## config.mk

```make
export PLATFORM = sky130hd
export DESIGN_NAME = parking_lane_sequencer
export DESIGN_NICKNAME = d
export VERILOG_FILES = /design/src/rtl/parking_lane_sequencer.sv
export SDC_FILE = /design/constraint.sdc
export NUM_CORES = 1
export LEC_CHECK = 0
export ABC_AREA = 1
export CAP_MARGIN = 10
export CORE_MARGIN = 2
export CORE_UTILIZATION = 32
export CTS_BUF_LIST = sky130_fd_sc_hd__clkbuf_4 sky130_fd_sc_hd__clkbuf_8 sky130_fd_sc_hd__clkbuf_16
export CTS_CLUSTER_SIZE = 25
export DETAILED_ROUTE_END_ITERATION = 16
export GPL_TIMING_DRIVEN = 0
export PLACE_DENSITY = 0.57
export SYNTH_ARGS = -nofsm -noshare
export SYNTH_HDL_FRONTEND = slang
export SYNTH_SLANG_ARGS = --single-unit
```

## constraint.sdc

```tcl
create_clock -name clk -period 3.1 [get_ports clk]
set_clock_uncertainty 0.2 [all_clocks]
set_input_delay 0.62 -clock clk [delete_from_list [all_inputs] [get_ports clk]]
set_output_delay 0.62 -clock clk [all_outputs]
set_load 0.005 [all_outputs]
```

## src/rtl/parking_lane_sequencer.sv

```systemverilog
// Vehicle-side sequencer for the parking lot controller: queues entry and exit
// arrivals, issues one enter_req/exit_req at a time and reports each outcome.
module parking_lane_sequencer #(
    parameter int unsigned ENTRY_DEPTH  = 4,   // power of two, >= 2
    parameter int unsigned EXIT_CNT_W   = 3,
    parameter int unsigned RESP_TIMEOUT = 8,
    parameter int unsigned GAP          = 2    // >= 1
) (
    input  logic                          clk,
    input  logic                          reset,
    input  logic                          arrive_valid,
    input  logic [7:0]                    arrive_passcode,
    input  logic                          depart_valid,
    output logic [7:0]                    passcode_out,
    output logic                          enter_req,
    output logic                          exit_req,
    input  logic                          entry_gate_open,
    input  logic                          exit_gate_open,
    input  logic                          lot_full,
    input  logic [4:0]                    car_count,
    output logic                          entry_granted,
    output logic                          entry_denied,
    output logic [1:0]                    deny_reason,
    output logic                          exit_done,
    output logic                          exit_denied,
    output logic                          arrive_overflow,
    output logic [$clog2(ENTRY_DEPTH):0]  entry_pending,
    output logic                          busy
);

    localparam int unsigned AW       = $clog2(ENTRY_DEPTH);
    localparam int unsigned PW       = AW + 1;
    localparam int unsigned TW       = $clog2(RESP_TIMEOUT + 1);
    localparam int unsigned GW       = $clog2(GAP + 1);
    localparam int unsigned EXIT_MAX = (1 << EXIT_CNT_W) - 1;

    typedef enum logic [2:0] {
        IDLE,
        ISSUE_ENTRY,
        WAIT_ENTRY,
        ISSUE_EXIT,
        WAIT_EXIT,
        COOLDOWN
    } state_t;

    state_t                 state;
    logic [7:0]             mem [ENTRY_DEPTH];
    logic [AW-1:0]          wr_ptr;
    logic [AW-1:0]          rd_ptr;
    logic [PW-1:0]          fifo_cnt;
    logic [EXIT_CNT_W-1:0]  exit_cnt;
    logic [TW-1:0]          timer;
    logic [GW-1:0]          cool;

    logic                   full_c;
    logic                   push_c;
    logic                   pop_c;
    logic                   exit_inc_c;
    logic                   exit_sat_c;
    logic                   exit_dec_c;
    logic [TW-1:0]          timer_inc_c;
    logic                   timeout_c;

    assign full_c        = (fifo_cnt == PW'(ENTRY_DEPTH));
    assign push_c        = arrive_valid && !full_c;
    assign exit_sat_c    = depart_valid && (exit_cnt == EXIT_CNT_W'(EXIT_MAX));
    assign exit_inc_c    = depart_valid && !exit_sat_c;
    assign timer_inc_c   = timer + TW'(1);
    assign timeout_c     = (timer_inc_c == TW'(RESP_TIMEOUT));
    assign entry_pending = fifo_cnt;

    // Queue pop and exit-count decrement happen on the edge that retires a car
    always_comb begin
        pop_c      = 1'b0;
        exit_dec_c = 1'b0;
        case (state)
            IDLE:       pop_c      = (exit_cnt == '0) && (fifo_cnt != '0) && lot_full;
            WAIT_ENTRY: pop_c      = entry_gate_open || timeout_c;
            ISSUE_EXIT: exit_dec_c = (car_count == '0);
            WAIT_EXIT:  exit_dec_c = exit_gate_open || timeout_c;
            default:    ;
        endcase
    end

    // Passcode storage; contents are don't-care while the slot is empty
    always_ff @(posedge clk) begin
        if (push_c) begin
            mem[wr_ptr] <= arrive_passcode;
        end
    end

    // Entry FIFO pointers, occupancy and overflow pulse
    always_ff @(posedge clk or negedge reset) begin
        if (!reset) begin
            wr_ptr          <= '0;
            rd_ptr          <= '0;
            fifo_cnt        <= '0;
            arrive_overflow <= 1'b0;
        end else begin
            arrive_overflow <= arrive_valid && full_c;
            if (push_c) begin
                wr_ptr <= wr_ptr + AW'(1);
            end
            if (pop_c) begin
                rd_ptr <= rd_ptr + AW'(1);
            end
            case ({push_c, pop_c})
                2'b10:   fifo_cnt <= fifo_cnt + PW'(1);
                2'b01:   fifo_cnt <= fifo_cnt - PW'(1);
                default: fifo_cnt <= fifo_cnt;
            endcase
        end
    end

    // Saturating count of cars waiting at the exit lane
    always_ff @(posedge clk or negedge reset) begin
        if (!reset) begin
            exit_cnt <= '0;
        end else begin
            case ({exit_inc_c, exit_dec_c})
                2'b10:   exit_cnt <= exit_cnt + EXIT_CNT_W'(1);
                2'b01:   exit_cnt <= exit_cnt - EXIT_CNT_W'(1);
                default: exit_cnt <= exit_cnt;
            endcase
        end
    end

    // Transaction sequencer; every output here is a registered pulse or level
    always_ff @(posedge clk or negedge reset) begin
        if (!reset) begin
            state         <= IDLE;
            timer         <= '0;
            cool          <= '0;
            passcode_out  <= '0;
            enter_req     <= 1'b0;
            exit_req      <= 1'b0;
            entry_granted <= 1'b0;
            entry_denied  <= 1'b0;
            deny_reason   <= 2'b00;
            exit_done     <= 1'b0;
            exit_denied   <= 1'b0;
            busy          <= 1'b0;
        end else begin
            enter_req     <= 1'b0;
            exit_req      <= 1'b0;
            entry_granted <= 1'b0;
            entry_denied  <= 1'b0;
            deny_reason   <= 2'b00;
            exit_done     <= 1'b0;
            exit_denied   <= exit_sat_c;
            case (state)
                IDLE: begin
                    cool <= '0;
                    if (exit_cnt != '0) begin
                        // exits first: they free space in the lot
                        busy  <= 1'b1;
                        state <= ISSUE_EXIT;
                    end else if (fifo_cnt != '0) begin
                        busy <= 1'b1;
                        if (lot_full) begin
                            entry_denied <= 1'b1;
                            deny_reason  <= 2'b01;
                            state        <= COOLDOWN;
                        end else begin
                            passcode_out <= mem[rd_ptr];
                            enter_req    <= 1'b1;
                            timer        <= '0;
                            state        <= ISSUE_ENTRY;
                        end
                    end
                end
                ISSUE_ENTRY: begin
                    timer <= timer_inc_c;
                    state <= WAIT_ENTRY;
                end
                WAIT_ENTRY: begin
                    timer <= timer_inc_c;
                    if (entry_gate_open) begin
                        entry_granted <= 1'b1;
                        passcode_out  <= '0;
                        state         <= COOLDOWN;
                    end else if (timeout_c) begin
                        entry_denied <= 1'b1;
                        deny_reason  <= 2'b10;
                        passcode_out <= '0;
                        state        <= COOLDOWN;
                    end
                end
                ISSUE_EXIT: begin
                    if (car_count == '0) begin
                        exit_denied <= 1'b1;
                        state       <= COOLDOWN;
                    end else begin
                        exit_req <= 1'b1;
                        timer    <= '0;
                        state    <= WAIT_EXIT;
                    end
                end
                WAIT_EXIT: begin
                    timer <= timer_inc_c;
                    if (exit_gate_open) begin
                        exit_done <= 1'b1;
                        state     <= COOLDOWN;
                    end else if (timeout_c) begin
                        exit_denied <= 1'b1;
                        state       <= COOLDOWN;
                    end
                end
                COOLDOWN: begin
                    if (cool == GW'(GAP - 1)) begin
                        cool  <= '0;
                        busy  <= 1'b0;
                        state <= IDLE;
                    end else begin
                        cool <= cool + GW'(1);
                    end
                end
                default: begin
                    busy  <= 1'b0;
                    state <= IDLE;
                end
            endcase
        end
    end

endmodule

```

# == Word level (Yosys, flattened, before mapping) ==
# Memories as Yosys holds them, arrays and structs flattened.
# Cells that the tools add are included.
# totals
elab_cells,131
mem_count,1
output_inout_bits,21
ramBits,32
ff_bits,37
in_bits,20
# mem_list
memory,words,word_bits,rd,rd_clocked_by_memory_dff,wr,line_no,rtl
mem,4,8,1,0,1,47,logic [7:0] mem [ENTRY_DEPTH];
# classes
add_sub_neg,8
n_mux,58
n_eq_ne,20
reduce_logical,26
bitwise,1
# ops
operator,n
two-way mux 8 bit,5
two-way mux 1 bit,27
two-way mux 3 bit,7
one-hot mux 3 bit (6 select lines),1
two-way mux 4 bit,4
one-hot mux 8 bit (2 select lines),1
"equality test 3 bit, second input constant",4
one-hot mux 3 bit (2 select lines),2
one-hot mux 4 bit (3 select lines),1
"!= test 2 bit, second input constant",5
AND reduction 5 bit,2
nonzero test 3 bit,3
one-hot mux 1 bit (2 select lines),4
one-hot mux 2 bit (2 select lines),2
nonzero test 2 bit,4
"adder 2 x 1 -> 2 bit, second input constant",3
"adder 3 x 1 -> 3 bit, second input constant",2
"equality test 2 x 1 -> 1 bit, second input constant",3
"equality test 3 x 2 -> 1 bit, second input constant",2
logical AND 1 bit,6
zero test 3 bit,2
two-way mux 2 bit,3
"!= test 3 bit, second input constant",2
"subtractor 3 x 1 -> 3 bit, second input constant",2
13 further kinds,16

# == Logic depth before layout (Yosys ltp) ==
# Gate-level depths: netlist of run 1.
# logic_depth
ltp_word,6
mapped_depth,13
mapped_depth_nobuf,13

# == Worst setup path after synthesis of run 1 ==
# Ideal clock, no wire load.
# synth_timing
path_kind,in2reg
start,in car_count[3]
end,reg exit_cnt[2]
path_stages,11
path_slack_ns,0.753
setup_ns,0.131
n_path_buf,0
t_required_ns,2.769
t_arrival_ns,2.016
path_cell_list,nor2_1 -> nand3_1 -> nor2_1 -> nor2_1 -> o21ai_0 -> ha_1 -> inv_1 -> fa_1 -> a21oi_1 -> o21ai_0 -> xor2_1
# synth_via
elab_chain_cells,4
elab_cells_between_ends,6
cone_classes,eq/ne: 2; mux: 2; reduce/logical: 2
# synth_lines
element,line_no,rtl
"start, declared",20,"input logic [4:0] car_count,"
zero test 5 bit (*),79,ISSUE_EXIT: exit_dec_c = (car_count == '0);
one-hot mux 1 bit (2 select lines) (*),76,case (state)
equality test 2 x 1 -> 1 bit or equality test 2 bit (tied branches),120,"case ({exit_inc_c, exit_dec_c})"
one-hot mux 3 bit (2 select lines) or nonzero test 2 bit (tied branches),-,
"end signal, assigned",121,2'b10: exit_cnt <= exit_cnt + EXIT_CNT_W'(1);
"end signal, assigned",122,2'b01: exit_cnt <= exit_cnt - EXIT_CNT_W'(1);
"end signal, assigned",123,default: exit_cnt <= exit_cnt;
"end, declared",51,logic [EXIT_CNT_W-1:0] exit_cnt;
# Mark *: on every way between the ends. The rest lies on a longest branch, timed or not.
# A chain may end at the register's enable or synchronous reset.

# == Final worst setup path of run 1 ==
# layout_timing
start,in lot_full
end,"reg fifo_cnt[2], in the netlist entry_pending[2]"
# layout_via
elab_chain_cells,4
elab_cells_between_ends,6
cone_classes,eq/ne: 2; mux: 2; reduce/logical: 2
# layout_lines
element,line_no,rtl
"start, declared",19,"input logic lot_full,"
logical AND 1 bit (*),77,IDLE: pop_c = (exit_cnt == '0) && (fifo_cnt != '0) && lot_full;
one-hot mux 1 bit (2 select lines) (*),76,
net pop_c,57,logic pop_c;
equality test 2 x 1 -> 1 bit or equality test 2 bit (tied branches),107,"case ({push_c, pop_c})"
one-hot mux 3 bit (2 select lines) or nonzero test 2 bit (tied branches),-,
"end signal, assigned",108,2'b10: fifo_cnt <= fifo_cnt + PW'(1);
"end signal, assigned",109,2'b01: fifo_cnt <= fifo_cnt - PW'(1);
"end signal, assigned",110,default: fifo_cnt <= fifo_cnt;
"end, declared",50,logic [PW-1:0] fifo_cnt;
# The timed path passes the listed nets; every way through them passes the cells marked *.

==> flow_results.org, run 1 <==
** Status
- The flow ran to the end, and the final reports show no timing, DRC or antenna violations.

** Floorplan
- Total I/O pin count :: 41
- After floorplanning, the core was sized to cover 9153 sq um.
- Area of the die :: 10150 sq um
- Total number of placement rows :: 35
- The floorplan step set the die height to 100.7 microns.
- In this run the horizontal extent of the chip is 100.7 microns.
- Initial cell density of the core :: 0.3271

** STA
- At the pin with the least slew margin, the transition time is 907.4 ps.
- Worst-case headroom to the max-slew limit :: 0.3928
- Setup repair after global routing left no endpoint under its margin.
- Final-report setup violation count :: 0
- Maximum clock frequency :: 0.3659 GHz
- The number of hold violations in the final report is 0.
- Total negative slack :: 0 ps
- Of the available clock period, the critical path in the final layout requires 0.8816.
- Number of max-slew violations in the final report :: 0
- Counting I/O delays and the setup requirement, the final critical path takes 2733 ps.

** Detailed routing
- Average routed wire per standard cell :: 13.28 microns
- DRC :: 0
- Once detail routing completed, the nets flagged for antenna violations numbered 0.
- Via density per instance :: 4.613
- Total detailed-routing wirelength :: 6.108 mm
- Initial detailed-routing violation count :: 135
- The first TritonRoute pass finished after 4 iterations.
- Across all layers, the routed design uses 2122 vias.

** Final layout
- Fin util :: 0.4056
- Relative to the synthesized area, the layout overhead comes to 23.99%.
- The sequential cells in the finished layout cover a total of 1887 sq um.
- The finished cells cover 3712 sq um.
- Fill cells in the final layout number 898.
- ANT cells :: 0
- Fraction of final layout cells sized beyond drive strength 1 :: 0.06304
- Final instance count without filler cells :: 460
- The net count of the finished layout is 373.
- The multi-input combinational cells in the finished layout cover a total of 950.9 sq um.

** Logic synthesis
- Mapped Cells :: 293
- Synthesis instantiated 25 different standard cells from the library.
- For this run, the leading register cell type out of synthesis is dfrtp_1.
- Counting flops with a built-in enable in the synthesized netlist gives 32.
- After synthesis, the cell types taking the most area are edfxtp_1 32%, dfrtp_1 31%, nand2_1 8.1%.
- Synth area leader :: edfxtp_1
- Synth async-reset ratio :: 0.5362
- Yosys printed 0 warnings.
- The synthesized netlist occupies a cell area of 2994 sq um.
- Top cells by count, synth :: 65 x nand2_1, 37 x dfrtp_1, 37 x inv_1
- After synthesis the netlist holds a flip-flop and latch count of 69.
- Number of nets in the synthesized netlist :: 322
- Most instantiated library cell after synthesis :: nand2_1
- Each instance of the synthesized netlist takes up on average 10.22 sq um.
- Fraction of post-synthesis cell area in the top cell type by area :: 0.3209
- Register area share after synthesis :: 0.6302

** Pwr
- Peak supply drop :: 0.3294 mV
- In this run the static leakage power is 0.001627 uW.
- Pwr Total :: 3344 uW
- Power per cell area :: 900.7 nW/um^2

** Clocking
- In this run the number of H-tree levels came out at 3.
- Gates resized, CTS repair :: 0
- Root buffer selected by CTS :: clkbuf_8
- Number of buffers inserted by post-CTS setup repair :: 0
- TritonCTS clock tree :: yes
- TritonCTS created 9 clock buffers.
- Clock-pin slew was measured on the worst setup and hold paths at 80 ps.
- Number of hold buffers added after cts :: 0
- The clock drives 69 sinks.
- Counting along the longest clock path gives a buffer depth of 2.
- At the later pin of the worst-skew pair, clock insertion delay measures 350 ps.

** Setup path
- STA classifies the critical path endpoint as a flip-flop.
- STA puts the critical path data required time at 3130 ps.
- Family with the most delay on the worst path :: buffers and inverters
- By startpoint and endpoint, the worst setup path is classified as in2reg.
- Largest driver fanout on the critical path :: 4
- R2R Path End :: entry_pending[2]
- Sequence of cells on the critical path :: clkdlybuf4s50_1 > inv_1 > nor2_1 > nand2_1 > nand2_1 > ha_1 > inv_1 > fa_1 > a21oi_1 > o21ai_0 > xnor2_1
- RR Startpoint :: timer[0]
- The worst register-to-register path has a depth of 13.
- Worst path slowest cell :: clkdlybuf4s50_1
- STA classifies the critical path startpoint as an input pin.
- Register-to-register setup slack :: 470 ps
- Critical path buffers and inverters :: 3
- Data arrival time of the worst path :: 2760 ps
- Worst stage delay on the critical path :: 570 ps

** Worst hold path
- The tightest min-delay check is of the in2async type.

** Place
- Detailed Place HPWL :: 4.269 mm
- The congestion estimate from routability-driven global placement came to 0.8325.
- Placed Instances :: 444
- Port buffering added 40 buffers.
- Area after DPL :: 3528 sq um

** GRT
- Maximum number of pins on one net before global-route repair :: 38
- Global routing finished with a remaining overflow of 0.
- The number of global-route vias before repair was 2021.
- The number of antenna violations at the first check in global routing was 0.
- First-pass GRT wire length :: 10.09 mm
- Aggregate global-route resource usage :: 0.1303

** Job
- Reported max-cap violation count :: 0
==> worst max-delay path by stage <==
stage            startpoint          endpoint  slack [ps]  cells past startpoint
6_report           lot_full  entry_pending[2]         370                     11
2_1_floorplan  car_count[3]       exit_cnt[2]         750                     11
5_1_grt            lot_full  entry_pending[2]         230                     11
3_5_place_dp       lot_full  entry_pending[2]          10                     11
4_1_cts            lot_full  entry_pending[2]         370                     11
3_3_place_gp       lot_full  entry_pending[2]          50                     11
==> logic make-up (layout without fill, tap and decap cells) <==
family / after synthesis / count (layout) / share of synthesized area
compound gates: 45 / 45 / 0.08066
fa+ha+maj: 9 / 9 / 0.04262
xor+xnor: 7 / 7 / 0.02048
simple gates: 122 / 122 / 0.1738
buf+inv: 41 / 97 / 0.05224
flops: 69 / 69 / 0.6302
==> state kept, by name, summed over array words and instances, names as in the netlist, 2 cells and up <==
register and count:
deny_reason 2, rd_ptr 2, passcode_out 8, state 3, timer 4, cool 2, mem 32, exit_cnt 3
entry_pending 3, wr_ptr 2
==> power breakdown <==
group          leakage (uW)  total (uW)  switching (uW)  internal (uW)
combinational      0.000764        1250             750            503
clock             0.0000909         689             371            318
sequential         0.000772        1400             166           1240
total               0.00163        3340            1290           2060
==> area by class of cell <==
class | count | share of cell area
Sequential cell | 69 | 0.5083
Multi-Input combinational cell | 183 | 0.2562
Timing Repair Buffer | 40 | 0.1065
Inverter | 37 | 0.03741
Tap cell | 111 | 0.03741
Clock buffer | 10 | 0.03707
Clock inverter | 6 | 0.01247
Buffer | 4 | 0.004719
==> cells in the final DEF (no fill, tap or decap), drive strengths merged <==
| cell type | Yosys | layout |
|---|---|---|
| clkdlybuf4s50 | 0 | 39 |
| o211ai | 1 | 1 |
| o31ai | 1 | 1 |
| edfxtp | 32 | 32 |
| clkinvlp | 0 | 1 |
| xnor2 | 3 | 3 |
| a31oi | 1 | 1 |
| buf | 2 | 3 |
| dfrtp | 37 | 37 |
| nand3 | 13 | 13 |
| o21ai | 26 | 26 |
| nand2 | 66 | 66 |
| nor3 | 3 | 3 |
| inv | 37 | 39 |
| ha | 7 | 7 |
| nand4 | 2 | 2 |
| nor4 | 1 | 1 |
| clkinv | 0 | 3 |
| a21oi | 8 | 8 |
| nor2 | 37 | 37 |
| xor2 | 4 | 4 |
| clkbuf | 2 | 12 |
| o22ai | 8 | 8 |
| fa | 2 | 2 |
==> metrics by stage <==
| stage | setup slack [ps] | hold WS, ps |
|---|---|---|
| 6_report | 367.1 | 158.6 |
| 5_1_grt | 232.1 | 228.7 |
| 4_1_cts | 373.5 | 198.2 |
| 3_3_place_gp | 47.47 | 260.6 |
| 2_1_floorplan | 753.1 | 124.4 |
| 3_5_place_dp | 10.08 | 262.2 |
==> worst reg2reg max path: cells and delay by family, from the launching register on <==
family	cells	cell delay, ps
AND/OR/NAND/NOR	5	650
flip-flops	1	420
AO/OA/AOI/OAI	2	260
XOR/XNOR	1	140
buffers and inverters	2	110
adder cells (fa/ha/maj)	3	730
==> layer usage <==
metal  track usage  share of wire  vias to the layer above
li1              -              -                     1070
met1        0.1724           0.46                      987
met2        0.2021           0.47                       52
met3       0.03814          0.048                       13
met4       0.05058          0.017                        0
met5             0              0                        -
(Power assumes the default switching activity.)
==> inputs of run 2 (changes only) <==
--- a/config.mk
+++ b/config.mk
@@ -5,7 +5,6 @@
 export SDC_FILE = /design/constraint.sdc
 export NUM_CORES = 1
 export LEC_CHECK = 0
-export ABC_AREA = 1
 export CAP_MARGIN = 10
 export CORE_MARGIN = 2
 export CORE_UTILIZATION = 32
==> run 2 against run 1 <==
Routed wire length down 5.7%. Register-to-register slack got worse by 180 ps. Final cell count fell by 9.1%. Global-route usage shrank 0.68 points. First-iteration DRC count is 53% lower.
==> flow_results.org, run 2 <==
** Worst hold path
- Worst min path class :: in2async

** Clocking
- The number of hold buffers added after cts was 0 (unchanged).
- TritonCTS sink count :: 69 (unchanged)
- The post-CTS setup buffer count came to 0 (unchanged).
- The clock-pin transition on the worst setup and hold timing paths is 70 ps (about the same).
- Number of H-tree levels :: 3 (unchanged)
- TritonCTS clock tree :: yes
- Root buffer selected by CTS :: clkbuf_8
- The clock insertion delay at the later pin of the skew report is 340 ps (about the same).
- Longest Clk Path Bufs :: 2 (unchanged)
- Gates resized, CTS repair :: 0 (unchanged)
- The number of clock buffers inserted by TritonCTS was 9 (unchanged).

** Setup path
- The required time reported for the critical path endpoint came to 3160 ps (+30 ps).
- Category of the worst setup path launch point :: input pin
- Beginning of the critical path :: car_count[1]
- Category of the worst setup path capture point :: flip-flop
- Data arrival time of the worst path :: 2940 ps (+180 ps)
- Kind of critical path :: in2reg
- Largest driver fanout on the critical path :: 3 (-1)
- The worst register-to-register path begins at state[1].

** GRT
- Vias in the first global route :: 1996 (-1.2%)
- The global-route wire length before repair was 9.791 mm (-2.9%).
- Global route overflow :: 0 (unchanged)
- The maximum number of pins on one net before global-route repair was 38 (unchanged).
- Antenna violations before repair :: 0 (unchanged)
- Aggregate global-route resource usage :: 0.1235 (-0.006784)

** Final layout
- The area of all placed cells without fillers was 3840 sq um (+3.4%).
- Total Nets Final :: 314 (-16%)
- The library cell used most frequently in the layout, excluding fill and tap cells, is clkdlybuf4s50_1.
- Relative area change from synthesis to final layout :: 24.30%
- Most used cells in the layout excluding fill and tap cells :: 39 x clkdlybuf4s50_1, 37 x dfrtp_1, 32 x edfxtp_1, 21 x inv_1, 14 x o21ai_0
- Biggest regs :: mem x32, passcode_out x8, timer x4
- Biggest register :: mem
- Fin util :: 0.4136 (+0.008007)
- Filler instances :: 903 (+0.56%)
- The fraction of layout instances using a drive strength above 1 came to 0.1142 (+0.05115).
- Max FFs per register :: 32 (unchanged)
- ANT cells :: 0 (unchanged)

** Logic synthesis
- Most instantiated library cell after synthesis :: dfrtp_1
- Among all flip-flop cells after synthesis, the most frequent one is dfrtp_1.
- The largest total area in the synthesized netlist belongs to edfxtp_1.
- Fraction of post-synthesis cell area in the top cell type by area :: 0.3111 (-0.009879)
- Top area cells in the synthesized netlist :: edfxtp_1 31%, dfrtp_1 30%, mux4_2 5.8%
- Register area share after synthesis :: 0.6108 (-0.01940)
- The warning count from the yosys run came to 0 (unchanged).
- By count the netlist is led by 37 x dfrtp_1, 32 x edfxtp_1, 21 x inv_1.
- The count of mapped cells out of synthesis is 234 (-20%).
- Synth async-reset ratio :: 0.5362 (unchanged)
- The post-synth net total is 263 (-18%).
- Post-synthesis average cell area :: 13.20 sq um (+29%)
- The number of enable flip-flop cells after synthesis was 32 (unchanged).
- The count of state elements after synthesis is 69 (unchanged).
- The area of the mapped netlist is 3089 sq um (+3.2%).
- Post-synth cell types :: 50 (+100%)

** Pwr
- The leakage power total was 0.001500 uW (-7.8%).
- Peak supply drop :: 0.3479 mV (+5.6%)
- The power density of the placed cells is 886.9 nW/um^2 (-1.5%).

** Floorplan
- The die height is 102.3 microns (+1.5%).
- Std-Cell Core Area :: 9284 sq um (+1.4%)
- Total number of placement rows :: 35 (unchanged)
- Width of the die :: 102.3 microns (+1.5%)
- The floorplan die area came to 10460 sq um (+3.1%).
- Initial cell density of the core :: 0.3327 (+0.005613)
- Total I/O pin count :: 41 (unchanged)

** Place
- The worst setup timing slack at the placement stage was -228.9 ps (-238.9 ps).
- Area after DPL :: 3646 sq um (+3.3%)
- Routability-driven placement congestion ratio :: 0.7943 (-4.6%)
- Detailed Place HPWL :: 4.102 mm (-3.9%)
- The count of input and output buffers is 40 (unchanged).

** Job
- The number of maximum-capacitance violations was 0 (unchanged).

** Detailed routing
- The via count normalized by instance count is 4.636 (+0.51%).
- The total number of vias came to 1938 (-8.7%).
- DRC :: 0 (unchanged)
- Initial detailed-routing violation count :: 64 (-53%)
- Average routed wire per standard cell :: 13.78 microns (+3.8%)
- Antenna viol nets, final :: 0 (unchanged)
- The total length of routed wires was 5.759 mm (-5.7%).
- The total iterations of the first detailed-routing run came to 4 (unchanged).

** STA
- The number of hold violations in the final report was 0 (unchanged).
- The final period utilization came to 0.9283 (+0.04670).
- The worst max-slew margin expressed relative to the limit came to 0.4583 (+0.06542).
- The final critical-path required period came to 2878 ps (+144.8 ps).
- Number of max-slew violations in the final report :: 0 (unchanged)
- The worst path setup slack after routing was 222.3 ps (-144.8 ps).
- Maximum clock frequency :: 0.3475 GHz (-5.0%)
- Least-Margin Pin Slew :: 812.6 ps (-94.78 ps)
- Hold Worst Slack :: 170.3 ps (+11.71 ps)
- Unrepaired setup endpoints after global routing :: false
- The count of final setup violators is 0 (unchanged).

** Status
- The flow ran to the end, and the final reports show no timing, DRC or antenna violations.
==> run 2: cell types whose count changed in the layout (fill, tap and decap cells not counted), sizes merged, moves of 4 or more <==
cell    delta
nor2      -26
clkbuf     +4
mux2i      +4
o22ai      -7
and2       +6
a21oi      -5
mux4       +8
nand2     -56
o21ai     -12
nor3       +4
inv       -18
==> run 2: area by class of cell <==
class                      count  area (sq um)  share of cell area
tap                          129         161.4             0.04203
clock inverter                 4         41.29             0.01075
sequential                    69          1887              0.4914
clock buffer                  11         138.9             0.03617
multi-input combinational    136          1100              0.2864
buffer                         8         37.54            0.009775
inverter                      21         78.83             0.02053
timing repair buffer          40         395.4              0.1030
==> run 2: layer usage <==
| metal | part of all wire | vias up | global-route usage | routed length [microns] |
|---|---|---|---|---|
| met5 | 0 | - | 0 | 0 |
| met3 | 0.036 | 8 | 0.02326 | 206 |
| li1 | - | 947 | - | - |
| met1 | 0.47 | 947 | 0.1628 | 2692 |
| met4 | 0.017 | 0 | 0.06769 | 99 |
| met2 | 0.48 | 36 | 0.1933 | 2760 |
==> run 2: final timing paths <==
path / slack (ps) / to / depth (start not counted)
worst max register to register: 290 / entry_pending[2] / 10
worst max-delay path: 220 / exit_cnt[2] / 11
min in group clk: 290 / cool[1] / 1
worst min register to register: 290 / cool[1] / 1
max in group asynchronous: 2020 / busy / 1
worst min-delay path: 170 / timer[3] / 1
==> run 2: kinds of logic after synthesis <==
group / Yosys count / share of synthesized area
adders and majority gates: 9 / 0.04131
and+or+nand+nor: 64 / 0.1142
AOI/OAI and AO/OA: 40 / 0.09276
xor gates and xnor gates: 10 / 0.02835
buffers and inverters: 29 / 0.03767
DFF: 69 / 0.6108
muxes: 13 / 0.07493
==> run 2: worst max-delay path, stage by stage <==
cell,delay (ps)
clkdlybuf4s50_1,400
or4_4,550
nor2_4,120
nand4_1,110
nand2_1,110
ha_1,180
inv_1,60
fa_1,370
xor2_1,150
nor2_1,110
xor2_1,150
==> run 2: where the power goes <==
part | switching, uW | internal (uW)
clock network | 312 | 377
registers | 169 | 1240
logic | 668 | 642
total | 1150 | 2260
==> run 2: through the flow <==
step                      std cells  power [uW]  TNS (ps)
after detailed placement        403        2746    -304.7
after global routing            418        3678         0
after global placement          403        2713    -248.0
after floorplan                 234        2297         0
final                           418        3406         0
after CTS                       418        3446         0
